`src/rtl/fp_mul_seq.sv`:
```
// rtl/fp_mul_seq.sv - sequential IEEE-754 single-precision multiplier with special-operand handling
// Define FP_MUL_ROUND_NEAREST_EN for round-to-nearest-even; default build truncates.
module fp_mul_seq #(
    parameter int          ITER_BITS = 1,
    parameter logic [31:0] NAN_CODE  = 32'h7FFF_FFFF
) (
    input  logic        clk,
    input  logic        rst_n,
    input  logic        in_valid,
    output logic        in_ready,
    input  logic [31:0] a,
    input  logic [31:0] b,
    output logic        out_valid,
    input  logic        out_ready,
    output logic [31:0] result,
    output logic        err_inf,
    output logic        ovf,
    output logic        unf
);
    localparam int               N_ITER   = 24 / ITER_BITS;
    localparam int               CNT_W    = $clog2(N_ITER);
    localparam logic [CNT_W-1:0] LAST_CNT = CNT_W'(N_ITER - 1);

    typedef enum logic [2:0] {IDLE, CHECK, MUL, NORM, DONE} state_t;

    state_t            state, state_nxt;
    logic              live_q;
    logic              out_valid_q, out_valid_nxt;
    logic              accept, out_fire;
    logic [30:0]       a_q, b_q;
    logic              sign_q;
    logic [47:0]       mcand_q, acc_q, pp_sum;
    logic [23:0]       mplier_q;
    logic [CNT_W-1:0]  cnt_q;
    logic signed [9:0] exp_q;
    logic [31:0]       res_q;
    logic [2:0]        flag_q;    // {err_inf, ovf, unf}

    logic [7:0]        ea, eb;
    logic              zero_a, zero_b, inf_a, inf_b, nan_a, nan_b;
    logic              invalid, special;

    logic [22:0]       mant_t, mant_f;
    logic signed [9:0] exp_t, exp_f;
    logic              norm_ovf, norm_unf;
    logic [31:0]       norm_res;

    // Operand classification; denormals count as zero.
    assign ea      = a_q[30:23];
    assign eb      = b_q[30:23];
    assign zero_a  = (ea == 8'd0);
    assign zero_b  = (eb == 8'd0);
    assign inf_a   = (ea == 8'hFF) && (a_q[22:0] == 23'd0);
    assign inf_b   = (eb == 8'hFF) && (b_q[22:0] == 23'd0);
    assign nan_a   = (ea == 8'hFF) && (a_q[22:0] != 23'd0);
    assign nan_b   = (eb == 8'hFF) && (b_q[22:0] != 23'd0);
    assign invalid = nan_a || nan_b || (zero_a && inf_b) || (inf_a && zero_b);
    assign special = invalid || inf_a || inf_b || zero_a || zero_b;

    always_ff @(posedge clk or negedge rst_n) begin
        if (!rst_n) begin
            state       <= IDLE;
            live_q      <= 1'b0;
            out_valid_q <= 1'b0;
        end else begin
            state       <= state_nxt;
            live_q      <= 1'b1;
            out_valid_q <= out_valid_nxt;
        end
    end

    always_comb begin
        state_nxt = state;
        case (state)
            IDLE:    if (accept) state_nxt = CHECK;
            CHECK:   state_nxt = special ? DONE : MUL;
            MUL:     if (cnt_q == LAST_CNT) state_nxt = NORM;
            NORM:    state_nxt = DONE;
            DONE:    if (out_fire) state_nxt = IDLE;
            default: state_nxt = IDLE;
        endcase
    end

    // out_valid is registered, so it rises one cycle after DONE is entered.
    always_comb begin
        in_ready      = live_q && (state == IDLE);
        accept        = in_valid && in_ready;
        out_fire      = out_valid_q && out_ready;
        out_valid_nxt = (state == DONE) && !out_fire;
        out_valid     = out_valid_q;
        result        = res_q;
        err_inf       = out_valid_q && flag_q[2];
        ovf           = out_valid_q && flag_q[1];
        unf           = out_valid_q && flag_q[0];
    end

    always_comb begin
        pp_sum = acc_q;
        for (int i = 0; i < ITER_BITS; i++) begin
            if (mplier_q[i]) pp_sum = pp_sum + (mcand_q << i);
        end
    end

`ifdef FP_MUL_ROUND_NEAREST_EN
    logic        guard, sticky, round_up;
    logic [23:0] mant_rnd;
`endif

    always_comb begin
        if (acc_q[47]) begin
            mant_t = acc_q[46:24];
            exp_t  = exp_q + 10'sd1;
        end else begin
            mant_t = acc_q[45:23];
            exp_t  = exp_q;
        end
`ifdef FP_MUL_ROUND_NEAREST_EN
        guard    = acc_q[47] ? acc_q[23] : acc_q[22];
        sticky   = acc_q[47] ? (|acc_q[22:0]) : (|acc_q[21:0]);
        round_up = guard && (sticky || mant_t[0]);
        mant_rnd = {1'b0, mant_t} + {23'd0, round_up};
        if (mant_rnd[23]) begin
            mant_f = 23'd0;
            exp_f  = exp_t + 10'sd1;
        end else begin
            mant_f = mant_rnd[22:0];
            exp_f  = exp_t;
        end
`else
        mant_f = mant_t;
        exp_f  = exp_t;
`endif
        norm_ovf = (exp_f >= 10'sd255);
        norm_unf = (exp_f <= 10'sd0);
        if (norm_ovf)      norm_res = {sign_q, 31'h7F80_0000};
        else if (norm_unf) norm_res = {sign_q, 31'h0};
        else               norm_res = {sign_q, exp_f[7:0], mant_f};
    end

    always_ff @(posedge clk or negedge rst_n) begin
        if (!rst_n) begin
            a_q      <= '0;
            b_q      <= '0;
            sign_q   <= 1'b0;
            mcand_q  <= '0;
            mplier_q <= '0;
            acc_q    <= '0;
            cnt_q    <= '0;
            exp_q    <= '0;
            res_q    <= '0;
            flag_q   <= '0;
        end else begin
            case (state)
                IDLE: begin
                    if (accept) begin
                        a_q    <= a[30:0];
                        b_q    <= b[30:0];
                        sign_q <= a[31] ^ b[31];
                        flag_q <= '0;
                    end
                end
                CHECK: begin
                    if (invalid) begin
                        res_q  <= NAN_CODE;
                        flag_q <= 3'b100;
                    end else if (inf_a || inf_b) begin
                        res_q <= {sign_q, 31'h7F80_0000};
                    end else if (zero_a || zero_b) begin
                        res_q <= {sign_q, 31'h0};
                    end else begin
                        mcand_q  <= {24'd0, 1'b1, a_q[22:0]};
                        mplier_q <= {1'b1, b_q[22:0]};
                        acc_q    <= '0;
                        cnt_q    <= '0;
                        exp_q    <= $signed({2'b00, ea}) + $signed({2'b00, eb}) - 10'sd127;
                    end
                end
                MUL: begin
                    acc_q    <= pp_sum;
                    mcand_q  <= mcand_q << ITER_BITS;
                    mplier_q <= mplier_q >> ITER_BITS;
                    cnt_q    <= cnt_q + CNT_W'(1);
                end
                NORM: begin
                    res_q  <= norm_res;
                    flag_q <= {1'b0, norm_ovf, norm_unf};
                end
                DONE: begin
                    if (out_fire) flag_q <= '0;
                end
                default: ;
            endcase
        end
    end
endmodule

```
`config.mk`:
```
export PLATFORM = sky130hd
export DESIGN_NAME = fp_mul_seq
export DESIGN_NICKNAME = d
export VERILOG_FILES = /design/src/rtl/fp_mul_seq.sv
export SDC_FILE = /design/constraint.sdc
export NUM_CORES = 1
export LEC_CHECK = 0
export ABC_AREA = 1
export BUFFER_PORTS_ARGS = -buffer_cell sky130_fd_sc_hd__buf_2
export CAP_MARGIN = 25
export CORE_MARGIN = 3
export CORE_UTILIZATION = 55
export CTS_CLUSTER_DIAMETER = 150
export CTS_CLUSTER_SIZE = 30
export DETAILED_ROUTE_END_ITERATION = 16
export PLACE_DENSITY = 0.75
export REMOVE_ABC_BUFFERS = 1
export SYNTH_ARGS = -nofsm -noshare
export SYNTH_HDL_FRONTEND = slang
export SYNTH_SLANG_ARGS = --single-unit
export TNS_END_PERCENT = 10
```
`constraint.sdc`:
```
create_clock -name clk -period 3.99 [get_ports clk]
set_input_delay 0.399 -clock clk [delete_from_list [all_inputs] [get_ports clk]]
set_output_delay 0.399 -clock clk [all_outputs]
set_load 0.02 [all_outputs]
```
; ---- Yosys cells after proc, flatten, opt, wreduce, memory -nomap -nowiden
; Index checks and enable logic that the tools add are counted.
[totals]
inputBits = 68
word_cells = 113
out_inout_bits = 37
regBits = 238
[classes]
bitwise = 4
muxes = 33
n_addsub = 5
n_lt_le_gt_ge = 2
n_reduce_logical = 40
n_eq_ne = 16
[ops]
columns = cell, count
row1 = 2-to-1 mux 48 bit, 7
row2 = one-hot mux 48 bit (2 select lines), 2
row3 = 2-to-1 mux 32 bit, 3
row4 = 2-to-1 mux 24 bit, 3
row5 = one-hot mux 32 bit (2 select lines), 1
row6 = 2-to-1 mux 31 bit, 2
row7 = adder 48 bit, 1
row8 = one-hot mux 24 bit (2 select lines), 1
row9 = logical NOT 23 bit, 2
row10 = nonzero test 23 bit, 2
row11 = 2-to-1 mux 23 bit, 1
row12 = 2-to-1 mux 3 bit, 6
row13 = equality test 8 bit (second input constant), 2
row14 = logical NOT 8 bit, 2
row15 = != test 2 bit (second input constant), 8
row16 = 2-to-1 mux 5 bit, 3
row17 = one-hot mux 3 bit (5 select lines), 1
row18 = logical AND 1 bit, 13
row19 = one-hot mux 3 bit (4 select lines), 1
row20 = AND reduction 4 bit, 3
row21 = adder 10 x 2 -> 10 bit (second input constant), 1
row22 = >= comparator 10 x 9 -> 1 bit (second input constant), 1
row23 = <= comparator 10 x 1 -> 1 bit (second input constant), 1
row24 = 2-to-1 mux 10 bit, 1
row25 = other kinds (19), 32

; ---- Longest topological paths before layout
; Gate-level depths: netlist of run 1.
[logic_depth]
word_depth = 11
mapped_depth = 15
ltp_nobuf = 15

; ---- Worst setup path before layout of run 1
; Ideal clock, no wire load.
[synth_path]
path_kind = register -> register
start = register a_q[24]
end = register exp_q[9]
path_stages_with_launch = 12
slack_ps = 1927
period_less_slack_ps = 2063
arrival_time_ps = 1980
setup_ps = 83
n_path_buf = 0
required_time_ps = 3907
cell_sequence = dfrtp_1 -> ha_1 -> ha_1 -> fa_1 -> nand3_1 -> nand3_1 -> nand2_1 -> nand2_1 -> a21oi_1 -> or2_2 -> nand3b_1 -> o21ai_0
[synth_via]
elab_chain_len = 7
word_cells_on_any_way = 17
classes_between = 2 x add/sub / 1 x eq/ne / 3 x bitwise / 11 x reduce/logical
[synth_lines]
columns = element, line
row1 = "start, declared", 30  ; logic [30:0] a_q, b_q;
row2 = "start signal, assigned", 156  ; a_q <= a[30:0];
row3 = branches (longest 7 deep; another with subtractor 9 x 7 -> 10 bit), -
row4 = "end signal, assigned", 175  ; exp_q <= $signed({2'b00, ea}) + $signed({2'b00, eb}) - 10'sd127;
row5 = "end, declared", 35  ; logic signed [9:0] exp_q;
; Several ways; the timed one is not identified.
; A chain may end at the register's enable or synchronous reset.

; ---- Worst setup path after layout of run 1
[layout_path]
start = register a_q[10]
end = register mcand_q[5]
[layout_via]
elab_chain_len = 7
word_cells_on_any_way = 12
classes_between = 2 x eq/ne / 10 x reduce/logical
[layout_lines]
columns = element, line
row1 = nonzero test 23 bit, 55  ; assign nan_a = (ea == 8'hFF) && (a_q[22:0] != 23'd0);
row2 = logical AND 1 bit, 55
row3 = logical OR 1 bit (3 in series), 57  ; assign invalid = nan_a || nan_b || (zero_a && inf_b) || (inf_a && zero_b);
row4 = != test 2 bit (no line), -
row5 = AND reduction 4 bit (no line) (*), -
row6 = "end signal, assigned", 171  ; mcand_q <= {24'd0, 1'b1, a_q[22:0]};
row7 = "end signal, assigned", 180  ; mcand_q <= mcand_q << ITER_BITS;
row8 = "end, declared", 32  ; logic [47:0] mcand_q, acc_q, pp_sum;
; Mark *: on every way between the ends. The rest lies on a longest branch, timed or not.

==> results.json, run 1 <==
{
  "rr_worst_depth": 10,
  "cp_top_family": "simple AND/OR/NAND/NOR gates",
  "drive_above_1_share_pct": 8.04,
  "power_frac_seq_pct": 40.7,
  "min_period_ns": 2.93,
  "overflow": 0,
  "gp_congestion": 0.983,
  "antenna_cells": 0,
  "yosysWarnings": 0,
  "cts-resized-gates": 0,
  "hpwlAfterDp_um": 27800,
  "status": "complete, but fails checks",
  "grt_pass1_vias": 12408,
  "fin_tns_setup_ns": 0,
  "post_cts_buffers": 0,
  "cts_root_buffer": "clkbuf_16",
  "critPathBufInv": 1,
  "hold_viol_final": 29,
  "syn_to_final_growth_pct": 6.70,
  "cp.arrival_ns": 3.32,
  "vias": 13131,
  "r2r-end": "mcand_q[5]$_DFFE_PN0P_",
  "placed_cells": 2382,
  "clk_path_buf_depth": 3,
  "min_path_type": "in -> async",
  "hold_buffers": 0,
  "drc": 0,
  "slew_viol_final": 0,
  "max_slew.worst_pin.slew_ns": 0.910,
  "critPathKind": "reg -> reg",
  "cp_slowest_cell": "nand2_4",
  "grt_usage_pct": 26.0,
  "crit_start": "a_q[10]$_DFFE_PN0P_",
  "synth_seq_cells": 238,
  "start_kind": "flop",
  "cts_sinks": 238,
  "fmax_mhz": 341,
  "syn-cell-area_um2": 14500,
  "grt_start_max_net_pins": 109,
  "cp-end-kind": "flop",
  "power.switching_mw": 4.35,
  "drt-total-wl_um": 37100,
  "pwr-share-clk_pct": 13.1,
  "worstPathCellList": "nor2_1 > nand2_1 > nor2_1 > nand3_1 > o21bai_4 > nand3_4 > nand2_4 > buf_4 > o211ai_1 > o21ai_0",
  "start_util_pct": 56.8,
  "skew_ns": 0.0224,
  "nets": 2200,
  "slew_headroom_pct": 39.3,
  "finalCritPeriodShare_pct": 73.4,
  "finalNonFillerCells": 2395,
  "vias_per_cell": 5.48,
  "die_h_um": 168,
  "cp.required_ns": 4.38,
  "p_int_mw": 5.34,
  "timing.rr.start": "a_q[10]$_DFFE_PN0P_",
  "cts_buffers": 11,
  "total_leakage_power_nw": 7.75,
  "first_iter_violations": 1147,
  "fp.dieArea_um2": 28400,
  "synth_cell_types": 48,
  "cp_max_fo": 76,
  "grt_setup_unrepaired": "false",
  "drt_first_pass_iters": 8,
  "ios": 105,
  "switching_share_pct": 44.9,
  "max_cap_violations": 0,
  "synth-seq-area-share_pct": 41.0,
  "holdWs_ns": -0.0419,
  "clk_latency_ns": 0.49,
  "wl_per_cell_um": 15.5,
  "grt_pass1_wl_um": 61400,
  "tritoncts": "yes",
  "syn_inst": 2008,
  "slowest_delay_ns": 0.63,
  "crit_path_frequent_cell": "nor2_1",
  "coreArea_um2": 25500,
  "ant_nets": 0,
  "antenna_found_initial": 0,
  "clkTransAtPathRegs_ns": 0.12,
  "r2r_setup_slack_ns": 1.06,
  "htree_levels": 1,
  "num_rows": 58,
  "power.density_nw_per_um2": 626,
  "avgSynthCellArea_um2": 7.23,
  "vdd_drop_max_v": 0.000442,
  "violations": "hold timing",
  "final-setup-viol-count": 0,
  "p_comb_share_pct": 46.2,
  "die_w_um": 168,
  "io_buffer_count": 104
}
==> logic make-up after synthesis <==
| logic type | Yosys count | synth area share [%] |
|---|---|---|
| compound gates | 374 | 14.7 |
| buf+inv | 313 | 8.84 |
| fa+ha+maj | 66 | 5.79 |
| flops | 238 | 41.0 |
| xor+xnor | 21 | 1.27 |
| simple gates | 995 | 28.4 |
| other cells | 1 | 0.0258 |
==> metal layers <==
layer	vias to the layer above	part of all wire [%]	global-route usage, %
li1	6605	-	-
met1	6094	46	37.0
met2	367	46	43.2
met3	65	5.1	2.31
met4	0	2.8	6.83
met5	-	0	0
==> state kept, by name, summed over array words and instances (netlist names), 3 cells and up <==
signal    count
mcand_q      48
flag_q        3
b_q          31
cnt_q         5
exp_q        10
result       32
acc_q        48
a_q          31
mplier_q     24
state         3
==> area by class of cell <==
type,count,area (µm²)
multi-input combinational,1457,7280
fill,2342,10100
inverter,243,912
timing repair buffer,115,638
tap,330,413
clock buffer,12,289
sequential,238,5960
==> how the worst max path moves through the flow <==
stage	to	slack [ns]	cells after the start
detailed placement	mcand_q[5]$_DFFE_PN0P_	1.07	10
global placement	mcand_q[1]$_DFFE_PN0P_	1.22	10
global route	mcand_q[3]$_DFFE_PN0P_	0.81	10
finish	mcand_q[5]$_DFFE_PN0P_	1.06	10
floorplan	acc_q[0]$_DFFE_PN0P_	0.48	9
CTS	mcand_q[5]$_DFFE_PN0P_	1.04	10
==> cell usage after synthesis, drive strengths merged <==
cell type	number	share of area, %
clkbuf	35	0.91
o21ai	141	4.9
nor4	1	0.043
a31oi	2	0.086
o22ai	26	1.1
a22o	2	0.12
a22oi	1	0.052
nand3	102	3.6
xnor2	17	1.0
ha	64	5.5
xor2	4	0.24
o311ai	1	0.060
fa	2	0.28
o211ai	46	2.4
dfrtp	238	41
or2	9	0.39
and2	1	0.043
inv	243	6.3
a21oi	128	4.5
a21boi	2	0.10
o21a	5	0.26
buf	35	1.6
nor3	12	0.41
nand2	636	17
a21o	3	0.16
a211oi	10	0.52
nand4	30	1.3
nor2	197	5.6
conb	1	0.026
o21bai	5	0.36
nand3b	7	0.36
o31ai	2	0.10
==> worst register-to-register path: stages, from the launching register on <==
cell and delay (ns):
dfrtp_1 0.42, nor2_1 0.14, nand2_1 0.07, nor2_1 0.11, nand3_1 0.28, o21bai_4 0.27
nand3_4 0.31, nand2_4 0.63, buf_4 0.36, o211ai_1 0.12, o21ai_0 0.13
==> cell usage in the layout, fill, tap and decap left out, types with 2 or more instances in the layout <==
master,count
dfrtp_1,238
a211oi_1,10
o211ai_1,46
a21oi_1,127
buf_12,2
or2_2,7
or2_1,2
inv_2,11
a21boi_0,2
nor3_1,12
xnor2_1,17
o31ai_1,2
fa_1,2
buf_2,103
nor2_2,5
o21ai_1,3
a31oi_1,2
ha_1,64
clkbuf_16,11
a22o_1,2
nand3b_1,7
o21bai_1,3
o21ai_0,138
nor2_4,3
xor2_1,4
buf_4,9
nand2_2,3
a21o_1,3
o21a_1,5
nor2_8,2
nand3_1,100
inv_1,232
nand4_1,30
o22ai_1,26
nand2_1,630
nand2_4,3
nor2_1,187
==> power by group through the flow <==
stage	registers (mW)	clock network, mW	logic, mW
floorplan	4.01	0	3.04
global placement	3.95	0	4.34
detailed placement	3.99	0	4.42
CTS	3.94	1.31	4.46
global route	4.06	1.38	5.09
finish	3.95	1.27	4.48
==> per-stage QoR <==
stage                     area, µm²  power [mW]  setup slack [ns]  hold slack, ns  util [%]
final                         15500        9.69              1.06         -0.0419      60.6
after detailed placement      15200        8.41              1.07           0.460      59.4
after floorplan               14100        7.05             0.480           0.103         -
after global routing          15500        10.5             0.807          0.0328      60.6
after CTS                     15500        9.70              1.04       0.0000355      60.6
after global placement        15200        8.29              1.22           0.459      59.4
No activity file was read; power rests on OpenSTA's default activity.
==> run 2, diff against run 1 <==
PLACE_DENSITY = 0.78   (was 0.75)
clock period = 2.6 ns   (was 3.99 ns; I/O delays follow)
==> run 2 against run 1 <==
- the flow now finishes without violations
- via count rose by 3.6%
- non-clock buffer count up 72
- largest power group unchanged
- fmax increased by 19%
- clock power is 54% higher
- cell area increased by 4.8%
- highest routed layer unchanged
- worst hold slack improved by 0.053 ns
==> results.json, run 2 (same netlist as run 1, synthesis figures left out) <==
{
  "status": "completed",
  "skew_ns": 0.0263,
  "max_slew.worst_pin.slew_ns": 0.843,
  "clk_path_buf_depth": 3,
  "power.density_nw_per_um2": 934,
  "holdWs_ns": 0.0114,
  "num_rows": 58,
  "tritoncts": "yes",
  "vdd_drop_max_v": 0.000659,
  "io_buffer_count": 104,
  "cp-end-kind": "flop",
  "drc": 0,
  "cp.required_ns": 2.98,
  "clk_latency_ns": 0.49,
  "overflow": 0,
  "use_met3_pct": 3.36,
  "grt_usage_pct": 29.2,
  "antenna_found_initial": 0,
  "ant_nets": 0,
  "max_cap_violations": 0,
  "slew_headroom_pct": 43.8,
  "rr_worst_depth": 12,
  "total_leakage_power_nw": 8.09,
  "final_cell_mix": "nand2_1, dfrtp_1, inv_1, nor2_1, o21ai_0",
  "holdPathStages": 3,
  "wl_per_cell_um": 16.7,
  "cp.arrival_ns": 2.84,
  "vias_per_cell": 5.51,
  "antenna_cells": 0,
  "final_common_cell": "nand2_1",
  "clkTransAtPathRegs_ns": 0.13,
  "r2r-end": "acc_q[38]$_DFFE_PN0P_",
  "grtUsageMet1_pct": 39.9,
  "coreArea_um2": 25500,
  "slew_viol_final": 0,
  "critPathKind": "reg -> reg",
  "n_fill_cell": 2297,
  "crit_start": "mcand_q[11]$_DFFE_PN0P_",
  "min_path_type": "in -> reg",
  "post_cts_buffers": 0,
  "drt_first_pass_iters": 6,
  "nets": 2272,
  "grt_pass1_wl_um": 67800,
  "timing.rr.start": "mcand_q[11]$_DFFE_PN0P_",
  "cts_sinks": 238,
  "fp.dieArea_um2": 28400,
  "drive_above_1_share_pct": 8.98,
  "finalCritPeriodShare_pct": 94.6,
  "grt-busiest-layer": "met2",
  "fin_tns_setup_ns": 0,
  "hpwlAfterDp_um": 30300,
  "gp_congestion": 1.02,
  "start_util_pct": 56.8,
  "die_h_um": 168,
  "syn_to_final_growth_pct": 11.8,
  "grt_setup_unrepaired": "true",
  "hold_end": "a_q[15]$_DFFE_PN0P_",
  "use_met2_pct": 48.9,
  "cp_max_fo": 4,
  "fmax_mhz": 406,
  "ios": 105,
  "hp-start": "a[15]",
  "die_w_um": 168,
  "cts_buffers": 11,
  "grt_start_max_net_pins": 98,
  "htree_levels": 1,
  "vias": 13601,
  "cts_root_buffer": "clkbuf_16",
  "r2r_setup_slack_ns": 0.14,
  "final_area_um2": 16200,
  "grt_pass1_vias": 13345,
  "first_iter_violations": 1139,
  "drt-total-wl_um": 41100,
  "hold_viol_final": 0,
  "min_period_ns": 2.46,
  "start_kind": "flop",
  "final-setup-viol-count": 0,
  "dpl_cell_area_um2": 15400
}
run 2: changes by cell type in the layout (fill, tap and decap cells not counted):
| cell | before | now |
|---|---|---|
| dlygate4sd3_1 | 0 | 54 |
| ha_1 | 64 | 63 |
| nand3_1 | 100 | 98 |
| nand2_2 | 3 | 8 |
| nand3_2 | 1 | 3 |
| buf_4 | 9 | 24 |
| buf_12 | 2 | 5 |
| ha_2 | 0 | 1 |
| nand2_1 | 630 | 625 |
run 2: cell type report:
| cell class | instances | area (µm²) | share of cell area [%] |
|---|---|---|---|
| Tap cell | 330 | 413 | 2.54 |
| Timing Repair Buffer | 187 | 1350 | 8.33 |
| Multi-Input combinational cell | 1457 | 7300 | 45.0 |
| Clock buffer | 12 | 289 | 1.78 |
| Inverter | 243 | 912 | 5.62 |
| Sequential cell | 238 | 5960 | 36.7 |
run 2: power breakdown:
| group | switching (mW) | internal, mW | leakage [nW] |
|---|---|---|---|
| Clock | 1.15 | 0.803 | 0.143 |
| Sequential | 1.04 | 5.05 | 3.06 |
| Combinational | 4.63 | 2.48 | 4.88 |
| Total | 6.82 | 8.34 | 8.09 |
run 2: through the flow:
step	instances	utilization, %	setup slack, ns	total power [mW]
after floorplan	1938	-	-0.910	10.8
after global placement	2401	60.2	0.0828	12.9
after detailed placement	2401	60.2	0.0557	13.1
after CTS	2467	63.4	0.0527	15.1
after global routing	2467	63.5	-0.0219	16.5
final	2467	63.5	0.139	15.2
run 2: critical path, cell delays in order, from the launching register on:
cell	delay, ns
dfrtp_1	0.47
ha_1	0.39
a21oi_1	0.11
o21ai_0	0.47
inv_1	0.17
nand2_1	0.10
nand2_1	0.05
nand3b_1	0.14
nand2_1	0.11
nand2_1	0.07
nand2_1	0.05
nand3_1	0.15
nand2_1	0.07
run 2: how the worst max path moves through the flow:
stage | end | slack (ns)
finish | acc_q[38]$_DFFE_PN0P_ | 0.14
global route | acc_q[44]$_DFFE_PN0P_ | -0.02
CTS | acc_q[26]$_DFFE_PN0P_ | 0.05
detailed placement | acc_q[26]$_DFFE_PN0P_ | 0.06
global placement | acc_q[26]$_DFFE_PN0P_ | 0.08
floorplan | acc_q[0]$_DFFE_PN0P_ | -0.91
run 2: timing repair:
action                                  in CTS  in global routing
endpoints found under the setup margin       0                 31
endpoints found under the hold margin      136                  0
resized for setup                            0                  8
hold buffers                                54                  0
run 2: routing by layer:
metal / wire length [µm] / part of all wire, %
met4: 1490 / 3.6
met1: 18200 / 44
met3: 2140 / 5.2
met2: 19300 / 47
met5: 0 / 0
==> run 3, diff against run 2 <==
--- a/config.mk
+++ b/config.mk
@@ -15,3 +15,3 @@
 export DETAILED_ROUTE_END_ITERATION = 16
-export PLACE_DENSITY = 0.78
+export PLACE_DENSITY = 0.77
 export REMOVE_ABC_BUFFERS = 1
==> constraint.sdc (replaced) <==
create_clock -name clk -period 2.6 [get_ports clk]
set_input_delay 0 -clock clk [delete_from_list [all_inputs] [get_ports clk]]
set_output_delay 0 -clock clk [all_outputs]
set_load 0.02 [all_outputs]
==> run 3 against run 2 <==
- sequential power about the same
- sequential share of layout area down 0.20 points
- clock skew up 0.012 ns
- cell area up 0.55%
- clock power about the same
- utilization up 0.35 points
- fmax about the same
- power up 0.18%
- critical path type unchanged
- largest power group unchanged
- highest routed layer unchanged
==> results.json, run 3 (same netlist as run 1, synthesis figures left out) <==
{
  "final_cell_mix": "nand2_1, dfrtp_1, inv_1, nor2_1, o21ai_0",
  "r2r_setup_slack_ns": 0.14,
  "grt_usage_pct": 28.7,
  "pre_cts_slack_ns": 0.0119,
  "post_cts_buffers": 0,
  "antenna_cells": 0,
  "hold_viol_final": 0,
  "coreArea_um2": 25500,
  "vdd_drop_max_v": 0.000887,
  "grt_pass1_vias": 13401,
  "timing.rr.start": "acc_q[0]$_DFFE_PN0P_",
  "start_kind": "flop",
  "cts_sinks": 238,
  "fp.dieArea_um2": 28400,
  "tritoncts": "yes",
  "grt_pass1_wl_um": 67300,
  "p_int_mw": 8.37,
  "vias_per_cell": 5.48,
  "cp-end-kind": "flop",
  "power_frac_seq_pct": 40.0,
  "min_period_ns": 2.46,
  "status": "completed",
  "power.total_mw": 15.2,
  "skew_ns": 0.0388,
  "num_rows": 58,
  "clk_latency_ns": 0.50,
  "max_cap_violations": 0,
  "cts_root_buffer": "clkbuf_16",
  "finalNonFillerCells": 2477,
  "r2r-end": "acc_q[26]$_DFFE_PN0P_",
  "dpl_cell_area_um2": 15300,
  "worst_slack_ns": 0.139,
  "gp_congestion": 1.02,
  "finalCritPeriodShare_pct": 94.7,
  "fmax_mhz": 406,
  "grt_start_max_net_pins": 98,
  "antenna_found_initial": 0,
  "placed_cells": 2397,
  "wl_per_cell_um": 16.3,
  "start_util_pct": 56.8,
  "final_common_cell": "nand2_1",
  "rr_worst_depth": 15,
  "power.density_nw_per_um2": 931,
  "slew_headroom_pct": 48.0,
  "first_iter_violations": 1266,
  "critPathKind": "reg -> reg",
  "htree_levels": 1,
  "cp.required_ns": 2.97,
  "power.switching_mw": 6.82,
  "die_h_um": 168,
  "slew_viol_final": 0,
  "drive_above_1_share_pct": 8.66,
  "pwr-share-clk_pct": 13.0,
  "nets": 2282,
  "cp_max_fo": 4,
  "final_core_util_pct": 63.9,
  "cts_buffers": 11,
  "ios": 105,
  "grt_setup_unrepaired": "true",
  "cp.arrival_ns": 2.83,
  "overflow": 0,
  "ant_nets": 0,
  "min_path_type": "in -> async",
  "hpwlAfterDp_um": 29200,
  "max_slew.worst_pin.slew_ns": 0.778,
  "die_w_um": 168,
  "drt_first_pass_iters": 5,
  "io_buffer_count": 104,
  "drc": 0,
  "total_leakage_power_nw": 8.11,
  "p_comb_share_pct": 47.1,
  "final_area_um2": 16300,
  "switching_share_pct": 44.9,
  "final-setup-viol-count": 0,
  "vias": 13585,
  "syn_to_final_growth_pct": 12.4,
  "clkTransAtPathRegs_ns": 0.14,
  "drt-total-wl_um": 40400,
  "clk_path_buf_depth": 3
}
[run 3: cell count changes in the layout (fill, tap and decap cells not counted)]
cell	delta
buf_12	-1
dlygate4sd3_1	+14
nand3_2	-1
buf_4	-3
nand2_2	-1
nand3_1	+1
nand2_1	+1
[run 3: stage by stage]
step / hold slack, ns / setup TNS, ns
floorplan: -0.296 / -121.78
finish: 0.0539 / 0
global route: 0.0918 / -0.0379
detailed placement: 0.0296 / 0
global placement: 0.0199 / 0
CTS: 0.0843 / 0
[run 3: per-layer routing]
| layer | track usage (%) | vias up | wire length (µm) |
|---|---|---|---|
| met5 | 0 | - | 0 |
| met4 | 10.2 | 0 | 1650 |
| met3 | 2.92 | 98 | 2240 |
| met2 | 48.2 | 458 | 19100 |
| met1 | 39.0 | 6275 | 17400 |
| li1 | - | 6754 | - |
[run 3: layout make-up]
cell class | count | area, µm²
clock buffer | 12 | 289
sequential | 238 | 5960
timing repair buffer | 197 | 1450
tap | 330 | 413
inverter | 243 | 912
multi-input combinational | 1457 | 7300
fill | 2298 | 9230
[run 3: worst max-delay path by stage]
stage                                      start                     to  slack (ns)  cells after the start
after floorplan             state[2]$_DFFE_PN0P_   acc_q[0]$_DFFE_PN0P_       -0.91                      9
final                       acc_q[0]$_DFFE_PN0P_  acc_q[26]$_DFFE_PN0P_        0.14                     15
after global placement    mcand_q[0]$_DFFE_PN0P_  acc_q[26]$_DFFE_PN0P_        0.08                     15
after CTS                   acc_q[0]$_DFFE_PN0P_  acc_q[26]$_DFFE_PN0P_        0.04                     15
after global routing        acc_q[0]$_DFFE_PN0P_  acc_q[26]$_DFFE_PN0P_       -0.04                     15
after detailed placement  mcand_q[0]$_DFFE_PN0P_  acc_q[26]$_DFFE_PN0P_        0.01                     15
[run 3: power groups by stage]
stage	combinational, mW	clock, mW	sequential (mW)
floorplan	4.67	0	6.15
CTS	7.08	2.01	6.04
finish	7.15	1.97	6.07
detailed placement	6.93	0	6.11
global placement	6.77	0	6.07
global route	8.10	2.14	6.24
[run 3: what timing repair did]
action                                 4_1_cts  5_1_grt
pin swaps                                    0        1
hold buffers                                68        0
resized for setup                            1        5
setup endpoints to repair                    1        7
endpoints found under the hold margin      151        0
[run 3: critical path, cell delays in order (launching register included)]
cell and delay [ns]:
dfrtp_1 0.38, ha_2 0.20, inv_1 0.06, fa_1 0.42
inv_1 0.12, nand3_1 0.10, nand2_2 0.15, nand2_1 0.08
nand2_2 0.12, nand2_1 0.08, nand2_2 0.14, nand2_1 0.07
nand3_1 0.12, a21oi_1 0.08, o21ai_0 0.10, o21ai_0 0.11
